File: src/rtl/seg7_result_display.sv
// seg7_result_display
// Converts a loaded result byte to three BCD digits with a sequential
// double-dabble engine, then time-multiplexes a 4-digit active-low
// seven-segment display: decimal hundreds/tens/units on digits 2..0 and an
// auxiliary hex nibble on digit 3.
//
// Handshake: load is a single-cycle strobe sampled on the rising edge.
// It is accepted only while busy is low (FSM in IDLE). Strobes that arrive
// while busy is high are dropped, not queued. done is a one-cycle pulse that
// coincides with the new digits becoming visible to the display path.
module seg7_result_display #(
  parameter int REFRESH_BITS = 18,
  parameter bit LZB          = 1'b1
) (
  input  logic       clk,
  input  logic       reset,
  input  logic [7:0] result,
  input  logic       load,
  input  logic [3:0] aux,
  input  logic       aux_en,
  output logic       busy,
  output logic       done,
  output logic [6:0] LED_out,
  output logic [3:0] Anode_Activate,
  output logic [1:0] o_dbg_state
);

  typedef enum logic [1:0] {
    ST_IDLE  = 2'd0,
    ST_SHIFT = 2'd1,
    ST_DONE  = 2'd2
  } state_t;

  state_t                  r_state;
  logic [7:0]              r_shreg;
  logic [11:0]             r_bcd;
  logic [2:0]              r_cnt;
  logic [3:0]              r_h;
  logic [3:0]              r_t;
  logic [3:0]              r_u;
  logic                    r_done;
  logic [REFRESH_BITS-1:0] r_refresh;
  logic [6:0]              r_led;
  logic [3:0]              r_anode;

  logic [11:0] w_adj;
  logic [19:0] w_shifted;
  logic [1:0]  w_sel;
  logic [3:0]  w_digit;
  logic        w_blank;
  logic [3:0]  w_anode;

  assign busy           = (r_state != ST_IDLE);
  assign done           = r_done;
  assign LED_out        = r_led;
  assign Anode_Activate = r_anode;
  assign o_dbg_state    = r_state;

  // Active-low segment pattern {a,b,c,d,e,f,g} for one hex digit.
  function automatic logic [6:0] seg_code(input logic [3:0] d);
    case (d)
      4'h0:    seg_code = 7'b0000001;
      4'h1:    seg_code = 7'b1001111;
      4'h2:    seg_code = 7'b0010010;
      4'h3:    seg_code = 7'b0000110;
      4'h4:    seg_code = 7'b1001100;
      4'h5:    seg_code = 7'b0100100;
      4'h6:    seg_code = 7'b0100000;
      4'h7:    seg_code = 7'b0001111;
      4'h8:    seg_code = 7'b0000000;
      4'h9:    seg_code = 7'b0000100;
      4'hA:    seg_code = 7'b0001000;
      4'hB:    seg_code = 7'b1100000;
      4'hC:    seg_code = 7'b0110001;
      4'hD:    seg_code = 7'b1000010;
      4'hE:    seg_code = 7'b0110000;
      default: seg_code = 7'b0111000;
    endcase
  endfunction

  // Double-dabble step: add 3 to every BCD nibble >= 5, then shift the
  // concatenated {bcd, shreg} left by one bit.
  always_comb begin
    w_adj[3:0]   = (r_bcd[3:0]   >= 4'd5) ? r_bcd[3:0]   + 4'd3 : r_bcd[3:0];
    w_adj[7:4]   = (r_bcd[7:4]   >= 4'd5) ? r_bcd[7:4]   + 4'd3 : r_bcd[7:4];
    w_adj[11:8]  = (r_bcd[11:8]  >= 4'd5) ? r_bcd[11:8]  + 4'd3 : r_bcd[11:8];
    w_shifted    = {w_adj, r_shreg} << 1;
  end

  // Converter FSM: capture in IDLE, eight shift cycles, latch digits in DONE.
  always_ff @(posedge clk) begin
    if (reset) begin
      r_state <= ST_IDLE;
      r_shreg <= 8'd0;
      r_bcd   <= 12'd0;
      r_cnt   <= 3'd0;
      r_h     <= 4'd0;
      r_t     <= 4'd0;
      r_u     <= 4'd0;
      r_done  <= 1'b0;
    end else begin
      r_done <= 1'b0;
      case (r_state)
        ST_IDLE: begin
          if (load) begin
            r_shreg <= result;
            r_bcd   <= 12'd0;
            r_cnt   <= 3'd0;
            r_state <= ST_SHIFT;
          end
        end
        ST_SHIFT: begin
          r_bcd   <= w_shifted[19:8];
          r_shreg <= w_shifted[7:0];
          r_cnt   <= r_cnt + 3'd1;
          if (r_cnt == 3'd7) begin
            r_state <= ST_DONE;
          end
        end
        ST_DONE: begin
          r_h     <= r_bcd[11:8];
          r_t     <= r_bcd[7:4];
          r_u     <= r_bcd[3:0];
          r_done  <= 1'b1;
          r_state <= ST_IDLE;
        end
        default: r_state <= ST_IDLE;
      endcase
    end
  end

  assign w_sel = r_refresh[REFRESH_BITS-1 -: 2];

  // Pick the digit, anode and blanking for the slot selected by the counter.
  always_comb begin
    w_digit = r_u;
    w_blank = 1'b0;
    w_anode = 4'b1110;
    case (w_sel)
      2'd0: begin
        w_digit = r_u;
        w_anode = 4'b1110;
      end
      2'd1: begin
        w_digit = r_t;
        w_blank = LZB && (r_h == 4'd0) && (r_t == 4'd0);
        w_anode = 4'b1101;
      end
      2'd2: begin
        w_digit = r_h;
        w_blank = LZB && (r_h == 4'd0);
        w_anode = 4'b1011;
      end
      default: begin
        w_digit = aux;
        w_blank = !aux_en;
        w_anode = 4'b0111;
      end
    endcase
  end

  // Free-running refresh counter plus registered segment/anode outputs,
  // so both change on the same edge.
  always_ff @(posedge clk) begin
    if (reset) begin
      r_refresh <= '0;
      r_led     <= 7'b1111111;
      r_anode   <= 4'b1111;
    end else begin
      r_refresh <= r_refresh + REFRESH_BITS'(1);
      r_led     <= w_blank ? 7'b1111111 : seg_code(w_digit);
      r_anode   <= w_anode;
    end
  end

endmodule

File: config.mk
export PLATFORM = sky130hd
export DESIGN_NAME = seg7_result_display
export DESIGN_NICKNAME = d
export VERILOG_FILES = /design/src/rtl/seg7_result_display.sv
export SDC_FILE = /design/constraint.sdc
export NUM_CORES = 1
export LEC_CHECK = 0
export ABC_AREA = 1
export CORE_MARGIN = 10
export CORE_UTILIZATION = 53
export CTS_BUF_LIST = sky130_fd_sc_hd__clkbuf_8
export DETAILED_ROUTE_END_ITERATION = 8
export GPL_TIMING_DRIVEN = 0
export PLACE_DENSITY = 0.78
export SYNTH_ARGS = -nofsm -noshare
export SYNTH_HDL_FRONTEND = slang
export SYNTH_SLANG_ARGS = --single-unit
File: constraint.sdc
create_clock -name clk -period 1.6 [get_ports clk]
set_input_delay 0.16 -clock clk [delete_from_list [all_inputs] [get_ports clk]]
set_output_delay 0.16 -clock clk [all_outputs]
set_load 0.1 [all_outputs]
==> results of run 1 <==
-- where the power goes --
| group | switching, mW | internal, mW | leakage [nW] | total (mW) |
|---|---|---|---|---|
| logic | 0.219 | 0.0947 | 1.05 | 0.313 |
| clock network | 0.621 | 0.635 | 0.0925 | 1.26 |
| registers | 0.0249 | 1.71 | 0.548 | 1.73 |
-- area by class of cell --
| cell class | count | area, um^2 |
|---|---|---|
| inverter | 43 | 169 |
| clock inverter | 5 | 28.8 |
| buffer | 16 | 100 |
| multi-input combinational | 327 | 1770 |
| tap | 75 | 93.8 |
| fill | 503 | 1930 |
| timing repair buffer | 37 | 373 |
| clock buffer | 11 | 151 |
| sequential | 67 | 1350 |
-- cells by family after synthesis --
group / after synthesis / share of synthesized area [%]
AOI/OAI and AO/OA: 89 / 14.3
xor gates and xnor gates: 5 / 1.34
adders and majority gates: 15 / 5.74
buffers and inverters: 59 / 7.85
DFF: 67 / 41.0
and+or+nand+nor: 218 / 29.7
-- layout by cell type (no fill, tap or decap), types with 3 or more instances in the layout --
cell and count:
nand2_2 12, xor2_1 4, o21ai_0 36, buf_4 6
clkdlybuf4s15_2 14, buf_2 10, nor3_1 8, clkbuf_8 11
inv_1 37, inv_2 5, dfxtp_2 3, o21ai_1 5
a31oi_1 8, nor2_1 42, clkdlybuf4s50_1 14, clkbuf_1 3
nor2_2 4, ha_1 11, nor2_4 5, dfxtp_1 63
nand3_1 23, nand3_2 6, nand2_1 107, a21oi_1 36
-- final timing paths --
path	end	depth (start not counted)
setup / recovery	LED_out[5]$_SDFF_PP1_	12
hold / removal	r_cnt[2]$_SDFFE_PP0P_	2
setup reg to reg	LED_out[5]$_SDFF_PP1_	12
hold reg to reg	r_refresh[0]$_SDFF_PP0_	1
-- critical path: cells and delay by family, from the launching register on --
family,cells,cell delay (ns)
flops,1,0.37
buf+inv,3,0.31
fa+ha+maj,1,0.21
simple gates,8,0.59
-- layer usage --
| metal | track usage (%) | vias up | part of all wire [%] |
|---|---|---|---|
| met1 | 18.1 | 1386 | 44 |
| met3 | 4.61 | 10 | 5.4 |
| met4 | 6.06 | 0 | 1.3 |
| li1 | - | 1570 | - |
| met2 | 26.7 | 76 | 49 |
| met5 | 0 | - | 0 |
-- registers in the layout, summed over array words and instances, names as in the netlist, 3 cells and up --
name            count
Anode_Activate      4
r_t                 4
r_shreg             8
r_u                 4
r_cnt               3
LED_out             7
r_refresh          18
r_h                 4
r_bcd              12
-- stage by stage --
step	total power [mW]	utilization, %	hold slack, ns
3_5_place_dp	2.09	61.4	0.439
3_3_place_gp	2.08	61.4	0.430
4_1_cts	3.32	65.9	0.156
5_1_grt	3.43	67.7	0.158
6_report	3.30	67.7	0.162
2_1_floorplan	1.98	-	0.302
-- what timing repair did --
action	CTS	global route
pin swaps	3	10
gates resized for setup	57	20
setup buffers	4	3
hold buffers	0	0
gates cloned	0	1
setup endpoints to repair	22	12
==> run metrics, run 1 <==
worst skew pair latency 0.34 ns; # IOs 31; non-filler instance count after layout 581; initial antenna violation count 0; Reg2Reg Setup Slack 0.007 ns; cell count after placement 557; fin area 4030 um^2; clk sinks 67; 1st-pass router iterations 5; WL/cell 13.0 um; Post-synth EDFFs 0; Routed Antenna Nets 0; slowest stage delay, CP 0.37 ns; Routability Congestion 0.866; Pleak 1.69 nW; via count 3042; num rows 28; clock tree buffer depth 2; Cell Chain, Critical Path buf_8, inv_6, nor2_4, nand2_2, nand3_4, nor2_4, buf_12, ha_4, nand2_1, nor2_1, nor2_1, nand2_1; Layout Nets 532; Reg clk slew, reported paths 0.07 ns; grt total ovfl 0; clk_skew 0.00815 ns; core area 5960 um^2; Worst Path Required 1.83 ns; diodes inserted 0; register area share after synthesis 41.0%; post-synthesis cell type count 32; CP endpoint kind register; cell taking the most area after synthesis dfxtp_1; RSZ-0062 raised after global routing true; setup slack after layout 0.00671 ns; clock root cell clkbuf_8; Max Freq 0.628 GHz; Slew Viols, Final 0; post-detail-place hpwl 5570 um; 1st-iter DRT viols 167; DR vias/cell 5.24; status completed; yosys warns 0; DRC 0; post-place instance area 3650 um^2; CTS tree yes; global-route wire length before repair 12900 um; top post-synthesis cells by area dfxtp_1 (41%), nand2_1 (13%), ha_1 (5.7%); largest net degree at the start of global routing 12; Place WS -0.211 ns; max-cap violations 0; ys async rst share 0%; crit path DAT 1.82 ns; final setup violation count 0; CP max FO 6; vias in the first global route 2883; share of cells above drive strength 1 19.0%; number of synthesized register bits 67; Synthesized Nets 484; Setup crit start kind register; Tot GR Track Use 15.7%; final hold vios 0; top post-synthesis cells by count nand2_1 (114), dfxtp_1 (67), nor2_1 (44), inv_1 (38); pwr/cell area 819 nW/um^2; Crit. Startpoint r_refresh[16]$_SDFF_PP0_; Synth Instances 453; Reg2Reg Launch Point r_refresh[16]$_SDFF_PP0_; total wire length 7540 um; Setup CP Type reg -> reg; top-count cell post-synth nand2_1; period utilization 99.6%; Mapped Avg Cell Area 7.21 um^2; top cell type's share of synthesized area 41.0%; Peak supply drop 890 uV; Initial Util 54.9%; area added between synthesis and finish 23.3%; slowest CP cell dfxtp_4; Rel. slew slack 62.5%; setup TNS 0 ns; Cell Area, Synth 3270 um^2; DIE AREA 9710 um^2; post-layout min period 1.59 ns; count of buffers inserted at the top-level ports 29; die extent in x 98.5 um; Die Span Y 98.5 um; worst hold path class in -> reg; clock buffer count from CTS 9; Hold Path Origin reset; CTS H-tree lvls 3; top_reg_cell synth dfxtp_1; Slew @ Worst Pin 0.563 ns
Power figures use the tool's default switching activity.
==> inputs of run 2 (changes only) <==
- CORE_MARGIN: 10 -> not set
==> run metrics, run 2 (synthesis gave the netlist of run 1 again) <==
status finished with violations; violated checks negative setup slack; clk_skew 0.00613 ns; Hold EP r_refresh[16]$_SDFF_PP0_; CTS tree yes; leading cell types in the layout, fill and taps excluded nand2_1 (102), dfxtp_1 (62), nor2_1 (40); initial antenna violation count 0; core area 5920 um^2; 1st-pass router iterations 5; DRC 0; Layout Nets 540; max-cap violations 0; CP endpoint kind register; crit path DAT 1.87 ns; # IOs 31; worst skew pair latency 0.35 ns; diodes inserted 0; num rows 28; Post-CTS Hold Buffers 0; Setup CP Type reg -> reg; clock tree buffer depth 2; final core utilization 70.6%; vias in the first global route 2950; global-route wire length before repair 12500 um; setup TNS -0.199 ns; period utilization 104%; Routed Antenna Nets 0; cell count after placement 557; post-detail-place hpwl 5110 um; pwr/cell area 824 nW/um^2; total power draw 3.44 mW; total wire length 8050 um; Pleak 1.71 nW; RSZ-0062 raised after global routing true; Reg2Reg Setup Slack -0.06 ns; Min Hold Slack 0.170 ns; grt total ovfl 0; via count 3188; Largest register FFs 18; count of buffers inserted at the top-level ports 29; Setup crit start kind register; DIE AREA 6480 um^2; Hold Path Origin reset; final hold vios 0; Routability Congestion 0.882; WHS Path Cells 2; Top reg by flops r_refresh; largest net degree at the start of global routing 11; commonest non-fill, non-tap cell in the layout nand2_1; CTS H-tree lvls 3; area added between synthesis and finish 27.9%; Fill cells 467; die extent in x 80.5 um; setup slack after layout -0.0590 ns; non-filler instance count after layout 586; Tot GR Track Use 25.1%; Reg2Reg Depth 10; final setup violation count 5; WL/cell 13.7 um; Slew @ Worst Pin 0.548 ns; RR Endpoint LED_out[6]$_SDFF_PP1_; Peak supply drop 545 uV; Initial Util 55.2%; 1st-iter DRT viols 146; share of cells above drive strength 1 21.9%; DR vias/cell 5.44; post-layout min period 1.66 ns; Die Span Y 80.5 um; worst hold path class in -> reg; clock buffer count from CTS 9; Worst Path Required 1.81 ns; clk sinks 67; Reg2Reg Launch Point r_refresh[17]$_SDFF_PP0_; Slew Viols, Final 0; Rel. slew slack 63.6%; Max Freq 0.603 GHz; CP max FO 6; biggest regs r_refresh (18), r_bcd (12), r_shreg (8); Reg clk slew, reported paths 0.07 ns; clock root cell clkbuf_8
run 2: changes by cell type in the layout (fill, tap and decap cells not counted), sizes merged:
cell / delta
buf: +8
bufinv: +1
clkinv: -1
clkinvlp: -1
inv: -2
run 2: critical path, stage by stage (launching register included):
cell      delay (ns)
dfxtp_2         0.35
buf_12          0.16
clkinv_8        0.06
nor2_4          0.14
nand2_2         0.09
nand3_4         0.08
nor2_4          0.06
ha_2            0.20
nand3b_1        0.20
nand3_1         0.11
nand3_1         0.09
run 2: worst max path at each step:
| stage | end | cells after the start | start |
|---|---|---|---|
| final | LED_out[6]$_SDFF_PP1_ | 10 | r_refresh[17]$_SDFF_PP0_ |
| after global routing | LED_out[6]$_SDFF_PP1_ | 10 | r_refresh[17]$_SDFF_PP0_ |
| after CTS | LED_out[3]$_SDFF_PP1_ | 13 | r_refresh[17]$_SDFF_PP0_ |
| after detailed placement | LED_out[3]$_SDFF_PP1_ | 10 | r_refresh[16]$_SDFF_PP0_ |
| after global placement | busy | 3 | o_dbg_state[0]$_SDFFE_PP0P_ |
| after floorplan | busy | 2 | o_dbg_state[0]$_SDFFE_PP0P_ |
run 2: final cells by class:
type                       instances  area [um^2]  area share, %
multi-input combinational        327         1830           43.8
sequential                        67         1350           32.2
timing repair buffer              45          430           10.3
inverter                          43          184           4.40
clock buffer                      11          151           3.62
buffer                            16          105           2.51
tap                               75         93.8           2.25
clock inverter                     2         37.5          0.898
run 2: metal layers:
| layer | track usage [%] | routed length [um] | vias up |
|---|---|---|---|
| met5 | 0 | 0 | - |
| met4 | 13.4 | 173 | 0 |
| met3 | 4.55 | 480 | 21 |
| met2 | 42.8 | 3940 | 116 |
| met1 | 29.5 | 3450 | 1463 |
| li1 | - | - | 1588 |
run 2: what timing repair did:
item,4_1_cts,5_1_grt
gates resized for setup,60,39
buffers inserted,6,10
hold endpoints to repair,0,0
cloned,0,0
endpoints found under the setup margin,22,11
pin swaps,5,18
run 2: report_power, final:
part           switching (mW)  internal, mW  leakage (nW)
combinational           0.220        0.0947          1.07
sequential             0.0231          1.71         0.548
clock                   0.618         0.779        0.0934
total                   0.862          2.58          1.71
run 2: per-stage QoR:
step                cell area (um^2)  setup slack, ns
global route                    4180           -0.162
CTS                             3960          -0.0111
global placement                3650           -0.193
finish                          4180          -0.0590
floorplan                       3270          0.00142
detailed placement              3650           -0.200
==> inputs of run 3 (changes only) <==
- CORE_UTILIZATION: 53 -> 51
- CTS_BUF_LIST: sky130_fd_sc_hd__clkbuf_8 -> sky130_fd_sc_hd__clkbuf_16
- GPL_TIMING_DRIVEN: 0 -> not set
- PLACE_DENSITY: 0.78 -> 0.75
==> run metrics, run 3 (synthesis gave the netlist of run 1 again) <==
worst hold path class in -> reg; die extent in x 82.1 um; CP max FO 6; num rows 28; DRC 0; largest net degree at the start of global routing 25; Reg2Reg Setup Slack 0.02 ns; total power draw 3.99 mW; Setup crit start kind register; final hold vios 0; global-route wire length before repair 12800 um; commonest non-fill, non-tap cell in the layout nand2_1; clock root cell clkbuf_16; Reg clk slew, reported paths 0.05 ns; Slew Viols, Final 0; via count 3063; share of cells above drive strength 1 18.3%; 1st-pass router iterations 5; Rel. slew slack 76.5%; status completed; DIE AREA 6730 um^2; final setup violation count 0; CTS H-tree lvls 3; max-cap violations 0; post-layout min period 1.58 ns; period utilization 98.6%; Top reg by flops r_refresh; DR vias/cell 5.29; Layout Nets 530; non-filler instance count after layout 579; slowest CP cell dfxtp_4; Pleak 1.81 nW; CTS tree yes; crit path DAT 1.78 ns; clock tree buffer depth 2; Post-CTS Hold Buffers 0; Worst Path Required 1.80 ns; leading cell types in the layout, fill and taps excluded nand2_1 (110), dfxtp_1 (63), nor2_1 (42); Peak supply drop 794 uV; pwr/cell area 937 nW/um^2; core area 6060 um^2; area added between synthesis and finish 30.2%; cell count after placement 562; final core utilization 70.2%; Cell Chain, Critical Path inv_4, nor2_4, nand2_2, nand3_4, nor2_4, inv_2, ha_4, nand3_1, nand2_1, nand2_1, nand3_1; # IOs 31; Slew @ Worst Pin 0.353 ns; post-detail-place hpwl 5250 um; Die Span Y 82.1 um; biggest regs r_refresh (18), r_bcd (12), r_shreg (8); Largest register FFs 18; delay-heaviest family, CP simple AND/OR/NAND/NOR gates; diodes inserted 0; clk sinks 67; WL/cell 13.2 um; count of buffers inserted at the top-level ports 30; Routed Antenna Nets 0; clock buffer count from CTS 9; vias in the first global route 2901; Setup CP Type reg -> reg; grt total ovfl 0; Min Hold Slack 0.401 ns; Buf/Inv on CP 2; total wire length 7650 um; Tot GR Track Use 25.0%; CP endpoint kind register; 1st-iter DRT viols 158; slowest stage delay, CP 0.44 ns; Routability Congestion 0.860; Max Freq 0.634 GHz; Initial Util 53.9%; clk_skew 0.00644 ns; RSZ-0062 raised after global routing true; initial antenna violation count 0; worst skew pair latency 0.33 ns
==> run 3: layout make-up <==
type                            instances  area [um^2]
Fill cell                             493         1800
Clock inverter                          7         61.3
Inverter                               43          166
Tap cell                               75         93.8
Sequential cell                        67         1350
Timing Repair Buffer                   51          606
Clock buffer                            9          225
Multi-Input combinational cell        327         1750
==> run 3: layer usage <==
metal  track usage [%]  share of wire, %
met1              29.7                45
met5                 0                 0
met4              6.67              0.92
met3              7.78               3.6
met2              43.0                50
==> run 3: repair_timing <==
| action | in CTS | in global routing |
|---|---|---|
| buffers inserted | 2 | 1 |
| gates resized for setup | 5 | 21 |
| pin swaps | 2 | 5 |
| endpoints found under the setup margin | 4 | 10 |
==> run 3: where the power goes <==
part / switching [mW] / internal (mW) / leakage [nW]
logic: 0.217 / 0.133 / 1.11
registers: 0.0296 / 1.71 / 0.548
clock network: 0.712 / 1.19 / 0.152
total: 0.959 / 3.03 / 1.81
==> run 3: final timing paths <==
path | from | endpoint | cells after the start
worst min-delay path | result[4] | r_shreg[4]$_SDFFE_PP0P_ | 3
worst max register to register | r_refresh[16]$_SDFF_PP0_ | LED_out[3]$_SDFF_PP1_ | 11
worst min register to register | r_refresh[0]$_SDFF_PP0_ | r_refresh[0]$_SDFF_PP0_ | 1
worst max-delay path | r_refresh[16]$_SDFF_PP0_ | LED_out[3]$_SDFF_PP1_ | 11
==> run 3: stage by stage <==
step                setup slack (ns)  instance area [um^2]  setup TNS (ns)
detailed placement           -0.0584                  3900          -0.127
floorplan                    0.00142                  3270               0
finish                        0.0230                  4260               0
global route                 -0.0674                  4260          -0.209
global placement             -0.0176                  3900         -0.0176
CTS                          0.00209                  4160               0
==> run 3: worst min-delay path, cell delays in order <==
cell and delay [ns]:
clkdlybuf4s50_1 0.39, nand2_1 0.06, a31oi_1 0.07
